==> config.mk <==
export PLATFORM = sky130hd
export DESIGN_NAME = fetch_unit
export DESIGN_NICKNAME = d
export VERILOG_FILES = /design/src/rtl/fetch_pkg.sv /design/src/rtl/fetch_timeout_ctr.sv /design/src/rtl/fetch_unit.sv
export SDC_FILE = /design/constraint.sdc
export NUM_CORES = 1
export LEC_CHECK = 0
export BUFFER_PORTS_ARGS = -buffer_cell sky130_fd_sc_hd__buf_2
export CORE_MARGIN = 4
export CORE_UTILIZATION = 45
export CTS_CLUSTER_DIAMETER = 30
export DETAILED_ROUTE_END_ITERATION = 16
export PLACE_DENSITY = 0.86
export SKIP_CTS_REPAIR_TIMING = 1
export SLEW_MARGIN = 0
export SYNTH_ARGS = -nofsm -noshare
export SYNTH_HDL_FRONTEND = slang
export SYNTH_SLANG_ARGS = --single-unit
==> constraint.sdc <==
create_clock -name clk -period 3.2 [get_ports clk]
set_input_delay 0.64 -clock clk [delete_from_list [all_inputs] [get_ports clk]]
set_output_delay 0.64 -clock clk [all_outputs]
set_load 0.01 [all_outputs]
==> src/rtl/fetch_pkg.sv <==
// fetch_pkg: shared states, fault causes and defaults for the fetch stage
package fetch_pkg;
  typedef enum logic [2:0] {IDLE, REQ, WAIT, HOLD, FAULT} state_t;
  localparam logic [1:0] CAUSE_NONE     = 2'd0;
  localparam logic [1:0] CAUSE_MISALIGN = 2'd1;
  localparam logic [1:0] CAUSE_BUSERR   = 2'd2;
  localparam logic [1:0] CAUSE_TIMEOUT  = 2'd3;
  localparam logic [31:0] NOP_INSTR = 32'h00000013;
  localparam int TIMEOUT_W = 8;
  localparam logic [TIMEOUT_W-1:0] TIMEOUT = 8'd255;
endpackage

==> src/rtl/fetch_timeout_ctr.sv <==
// fetch_timeout_ctr: clear/enable counter flagging the last cycle before LIMIT is reached
module fetch_timeout_ctr #(
  parameter int W = 8,
  parameter logic [W-1:0] LIMIT = '1
) (
  input  logic clk,
  input  logic reset,
  input  logic clr,
  input  logic en,
  output logic tc
);
  logic [W-1:0] cnt;
  always_ff @(posedge clk)
    cnt <= (reset || clr) ? '0 : en ? cnt + 1'b1 : cnt;
  assign tc = en && cnt == LIMIT - 1'b1;
endmodule

==> src/rtl/fetch_unit.sv <==
// fetch_unit: single-outstanding instruction fetch with hold buffer, redirect drop and fault capture
module fetch_unit
  import fetch_pkg::*;
(
  input  logic        clk,
  input  logic        reset,
  input  logic [31:0] pc,
  input  logic        flush,
  output logic        imem_req,
  output logic [31:0] imem_addr,
  input  logic        imem_gnt,
  input  logic        imem_rvalid,
  input  logic [31:0] imem_rdata,
  input  logic        imem_err,
  output logic [31:0] instr,
  output logic [31:0] instr_pc,
  output logic        instr_valid,
  input  logic        instr_ready,
  output logic        fetch_stall,
  output logic        fetch_fault,
  output logic [1:0]  fault_cause
);
  state_t state, state_n;
  logic [31:0] req_pc, cur_pc;
  logic req_new, drop, drop_n, tc, misalign;
  fetch_timeout_ctr #(.W(TIMEOUT_W), .LIMIT(TIMEOUT)) u_ctr (
    .clk(clk), .reset(reset), .clr(state != WAIT), .en(state == WAIT), .tc(tc)
  );
  // pc is sampled in the first REQ cycle, after the PC has already advanced or redirected
  assign cur_pc = req_new ? pc : req_pc;
  assign misalign = cur_pc[1:0] != 2'b00;
  assign imem_req = state == REQ && !misalign;
  assign imem_addr = state == REQ ? cur_pc : req_pc;
  assign instr_valid = state == HOLD;
  assign fetch_stall = reset || !((instr_valid && instr_ready) || flush);
  always_comb begin
    state_n = state;
    drop_n = 1'b0;
    case (state)
      IDLE: state_n = REQ;
      REQ: begin
        state_n = misalign ? FAULT : imem_gnt ? WAIT : REQ;
        drop_n = !misalign && (drop || flush);
      end
      WAIT: begin
        state_n = imem_rvalid ? ((drop || flush) ? REQ : imem_err ? FAULT : HOLD) : tc ? FAULT : WAIT;
        drop_n = !imem_rvalid && !tc && (drop || flush);
      end
      HOLD: state_n = (instr_ready || flush) ? REQ : HOLD;
      FAULT: state_n = flush ? REQ : FAULT;
      default: state_n = IDLE;
    endcase
  end
  always_ff @(posedge clk) begin
    if (reset) begin
      state <= IDLE;
      req_pc <= '0;
      req_new <= 1'b0;
      drop <= 1'b0;
      instr <= NOP_INSTR;
      instr_pc <= '0;
      fetch_fault <= 1'b0;
      fault_cause <= CAUSE_NONE;
    end else begin
      state <= state_n;
      drop <= drop_n;
      req_new <= state_n == REQ && state != REQ;
      if (state == REQ) req_pc <= cur_pc;
      if (state == WAIT && state_n == HOLD) begin
        instr <= imem_rdata;
        instr_pc <= req_pc;
      end
      if (state == HOLD && state_n != HOLD) instr <= NOP_INSTR;
      if (state_n == FAULT && state != FAULT) begin
        fetch_fault <= 1'b1;
        fault_cause <= state == REQ ? CAUSE_MISALIGN : imem_rvalid ? CAUSE_BUSERR : CAUSE_TIMEOUT;
      end
      if (state == FAULT && flush) begin
        fetch_fault <= 1'b0;
        fault_cause <= CAUSE_NONE;
      end
    end
  end
endmodule

== After elaboration in Yosys (flattened, before gate mapping) ==
Index checks and enable logic that the tools add are counted.

* Bits in registers: 112
* Bits in latches: 0
* RAM bits: 0
* Memory bits (read-only): 0
* Logic and storage cells: 60
* Memories: 0

* Add/subtract/negate cells: 1
* Multipliers: 0
* Div/mod/pow operators: 0
* Magnitude comparators: 0
* Equal/unequal tests: 12
* Shifts and indexed selects: 0
* Muxes and demuxes: 14
* Bitwise gates (word level): 0
* Reductions and logical operators: 24

{| class="wikitable"
|+ Operators by type and width
! operator !! count
|-
| 2-to-1 mux 32 bit || 2
|-
| 2-to-1 mux 3 bit || 6
|-
| case mux 3 bit (5 select lines) || 1
|-
| logical AND 1 bit || 11
|-
| == test 3 x 2 -> 1 bit, second input constant || 3
|-
| adder 8 x 1 -> 8 bit, second input constant || 1
|-
| == test 8 bit, second input constant || 1
|-
| == test 3 x 1 -> 1 bit, second input constant || 2
|-
| == test 3 bit, second input constant || 2
|-
| 2-to-1 mux 2 bit || 3
|-
| != test 3 x 2 -> 1 bit, second input constant || 2
|-
| logical OR 1 bit || 5
|-
| zero test 1 bit || 4
|-
| OR reduction 2 bit || 2
|-
| zero test 3 bit || 1
|-
| != test 3 x 1 -> 1 bit, second input constant || 1
|-
| != test 3 bit, second input constant || 1
|-
| case mux 1 bit (2 select lines) || 1
|-
| nonzero test 2 bit || 1
|-
| 2-to-1 mux 1 bit || 1
|}

== Longest topological paths before layout ==
* Depth in word-level cells: 8
* Depth in mapped cells: 6
* Gate-level depth less buffers: 6

== Modules after synthesis ==
From an unflattened synthesis, not the netlist that was laid out.

* Cells, all modules: 484
* Area total of the unflattened synthesis: 4918.5 µm²

{| class="wikitable"
|+ By module, submodules not included
! module !! instances !! cells each !! area each (µm²)
|-
| fetch_unit || 1 || 442 || 4549.4
|-
| fetch_timeout_ctr || 1 || 42 || 369.1
|}

== Least setup slack after synthesis ==
OpenSTA, ideal clock, no wires.

* Kind: register to output
* Start: reg state[0]
* End: out imem_addr[10]
* Arrival time: 1371 ps
* Data required time: 2560 ps
* Path slack: 1189 ps
* Cell stages (with the launch flop): 6
* Buffers on the path: 2
* Path through: dfxtp_1 -> nor3b_2 -> and2_1 -> buf_4 -> buf_8 -> mux2_4

* Longest elaborated chain between the ends: 2

{| class="wikitable"
|+ RTL lines
! what !! RTL line !! text
|-
| start, declared || fetch_unit.sv:23 || <nowiki>state_t state, state_n;</nowiki>
|-
| start signal, assigned || fetch_unit.sv:65 || <nowiki>state <= state_n;</nowiki>
|-
| == test 3 x 1 -> 1 bit || fetch_unit.sv:33 || <nowiki>assign imem_addr = state == REQ ? cur_pc : req_pc;</nowiki>
|-
| 2-to-1 mux 32 bit || n/a ||
|-
| end, declared || fetch_unit.sv:10 || <nowiki>output logic [31:0] imem_addr,</nowiki>
|}

No other way between the ends.

== Worst setup path after layout ==
* Start: reg state[0]
* End: out imem_addr[0]

Same word-level chain as after synthesis.

==> results.tsv <==
metric	value	unit
synth_area_leaders	dfxtp_1, nand2_1, mux2_4	
synth_edf_count	0	
synth_fp_nets	547	
clock-sinks	112	
tightest_slew	0.525	ns
whs	0.452	ns
setup_viol	0	
clk_latency	0.36	ns
drive_above_1_share	0.364	
syn_area_per_cell	9.39	sq um
placementRows	36	
clock_power_share	0.317	
grt_pass1_wl	17300	um
final_nets	708	
placed_cell_area	5370	sq um
core_area	9680	sq um
post-route-period-util	0.939	
cts_inserted_buffers	9	
clkTransAtPathRegs	0.11	ns
ys_async_sr_fraction	0	
final_util	0.575	
wire_per_inst	14.2	um
nFillCells	834	
status	completed	
worst-setup-path-type	flop to output port	
critPathArrivalTime	2.37	ns
cp_max_fo	23	
synth_top_area_cell	dfxtp_1	
rr_endpoint	req_pc[0]	
rrSetupSlack	1.08	ns
synthDistinctLibCells	45	
tns	0	ns
grt_max_degree	65	
timing.slew.headroom	0.650	
r2r-start	state[0]	
synth_area	4450	sq um
place_congestion	0.791	
crit_chain	nor3b_2, and2_2, buf_12, mux2_1, buf_2	
cts_tree	built	
grt-ovfl-total	0	
final_cell_area	5570	sq um
p_sw	698	uW
hp-class	flop to flop	
reg2regPathDepth	5	
cts_root_buffer	clkbuf_8	
min_to	instr_pc[21]	
wl	11000	um
synthFlopType	dfxtp_1	
syn2layout_area_growth	25.2	%
ios	173	
max_freq	333	MHz
die_y	107	um
antenna_left	0	
portBuffers	172	
die-area	11500	sq um
clock_path_buffers	2	
ys_seq_area_frac	0.504	
drt-pass1-iter-count	6	
grt_pass1_vias	3699	
critical_path_required	2.56	ns
critical_path_buf_inv_count	2	
period_minus_slack	3.01	ns
slowest_stage	dfxtp_1	
peakVddDrop	0.302	mV
min_from	req_pc[21]	
htreeDepth	3	
slowest_delay	0.44	ns
start_util	0.459	
powerDensity	486	nW/um^2
cellInternalPower	2.01	mW
grtUsageTotal	0.185	
antenna_found_initial	0	
synth_top_area_share	0.504	
vias	3807	
worstSetupStartpointType	flop	
switching_share	0.258	
vias_per_cell	4.92	
die_w	107	um
pwr-share-comb	0.142	
drt_iter0_drc	257	
leakagePower	2.47	nW
drv_slew	0	
p_seq_frac	0.541	
hold_violations	0	
clock-skew-final	0.0132	ns
dp_hpwl	8190	um
worstSetupEndpointType	output port	
min_path_cells	2	
ys_warn_count	0	
ys_ff_latch	112	
antenna_cells	0	
rsz0062_at_grt	false	
drc	0	
maxCapViolCount	0	
synth_cells	474	
path_delay_family	simple AND/OR/NAND/NOR gates	
==> flip-flops by register name, indices dropped and copies added (netlist names) <==
register,flops
drop,1
fault_cause,2
fetch_fault,1
instr,32
instr_pc,32
req_new,1
req_pc,32
state,3
u_ctr.cnt,8
==> final cells by class <==
class	count	area, sq um	area share
flip-flops and latches	112	2240	0.403
multi-input cells	330	2000	0.359
repair buffers	178	943	0.169
well taps	133	166	0.0299
clock buffers	10	128	0.0229
clock inverters	6	75.1	0.0135
inverters	4	15.0	0.00270
==> cells by family (layout without fill, tap and decap cells) <==
family,after synthesis,after routing,synth area share
AND/OR/NAND/NOR,212,212,0.223
XOR/XNOR,6,6,0.0118
buffers and inverters,32,198,0.0470
adder cells (fa/ha/maj),2,2,0.00562
multiplexers,32,32,0.106
AO/OA/AOI/OAI,78,78,0.102
flip-flops,112,112,0.504
==> cell usage in the layout, fill, tap and decap left out, types with 5 or more instances in the layout <==
master    count
and2_1       33
buf_2       172
clkbuf_8      9
nand2_1     129
nor2_1       17
nor3_1        8
a21oi_1      63
dfxtp_1     112
nand3_1       5
mux2_4       30
==> metrics by stage <==
step / worst slack, ns / total power [mW] / std cells
after global placement: 0.728 / 1.86 / 757
final: 0.194 / 2.70 / 773
after floorplan: 1.19 / 1.74 / 474
after CTS: 0.179 / 2.74 / 773
after global routing: 0.0543 / 2.83 / 773
after detailed placement: 0.594 / 1.88 / 757
==> power groups by stage <==
stage	combinational [mW]	clock, mW	sequential, mW
2_1_floorplan	0.254	0	1.49
3_5_place_dp	0.385	0	1.49
4_1_cts	0.388	0.885	1.46
5_1_grt	0.419	0.941	1.47
3_3_place_gp	0.372	0	1.49
6_report	0.384	0.858	1.46
==> worst max path at each step <==
stage | from | slack, ns | depth (start not counted) | to
after floorplan | state[0] | 1.19 | 5 | imem_addr[10]
after global placement | state[0] | 0.73 | 5 | imem_addr[0]
after CTS | state[0] | 0.18 | 5 | imem_addr[0]
after detailed placement | state[0] | 0.59 | 5 | imem_addr[0]
final | state[0] | 0.19 | 5 | imem_addr[0]
after global routing | state[0] | 0.05 | 5 | imem_addr[0]
==> synthesized netlist by cell type, types with 3 or more instances <==
| cell type | n |
|---|---|
| nand2_1 | 129 |
| dfxtp_1 | 112 |
| a21oi_1 | 63 |
| and2_1 | 34 |
| mux2_4 | 30 |
| nor2_1 | 17 |
| clkbuf_1 | 15 |
| nor3_1 | 8 |
| buf_6 | 6 |
| nand3_1 | 5 |
| buf_8 | 3 |
| inv_1 | 3 |
| nand2b_1 | 3 |
| xnor2_1 | 3 |
| xor2_1 | 3 |
==> per-layer routing <==
layer,part of all wire,up-vias,GRT usage
met5,0,-,0
li1,-,1888,-
met4,0.010,0,0.0469
met1,0.41,1744,0.222
met3,0.089,10,0.0570
met2,0.49,165,0.323
==> worst register-to-register path: stages, from the launching register on <==
cell and delay (ns):
dfxtp_1 0.44, nor3b_2 0.31, and2_2 0.44, buf_12 0.26
mux2_1 0.40, and2_1 0.16
Power figures use the tool's default switching activity.
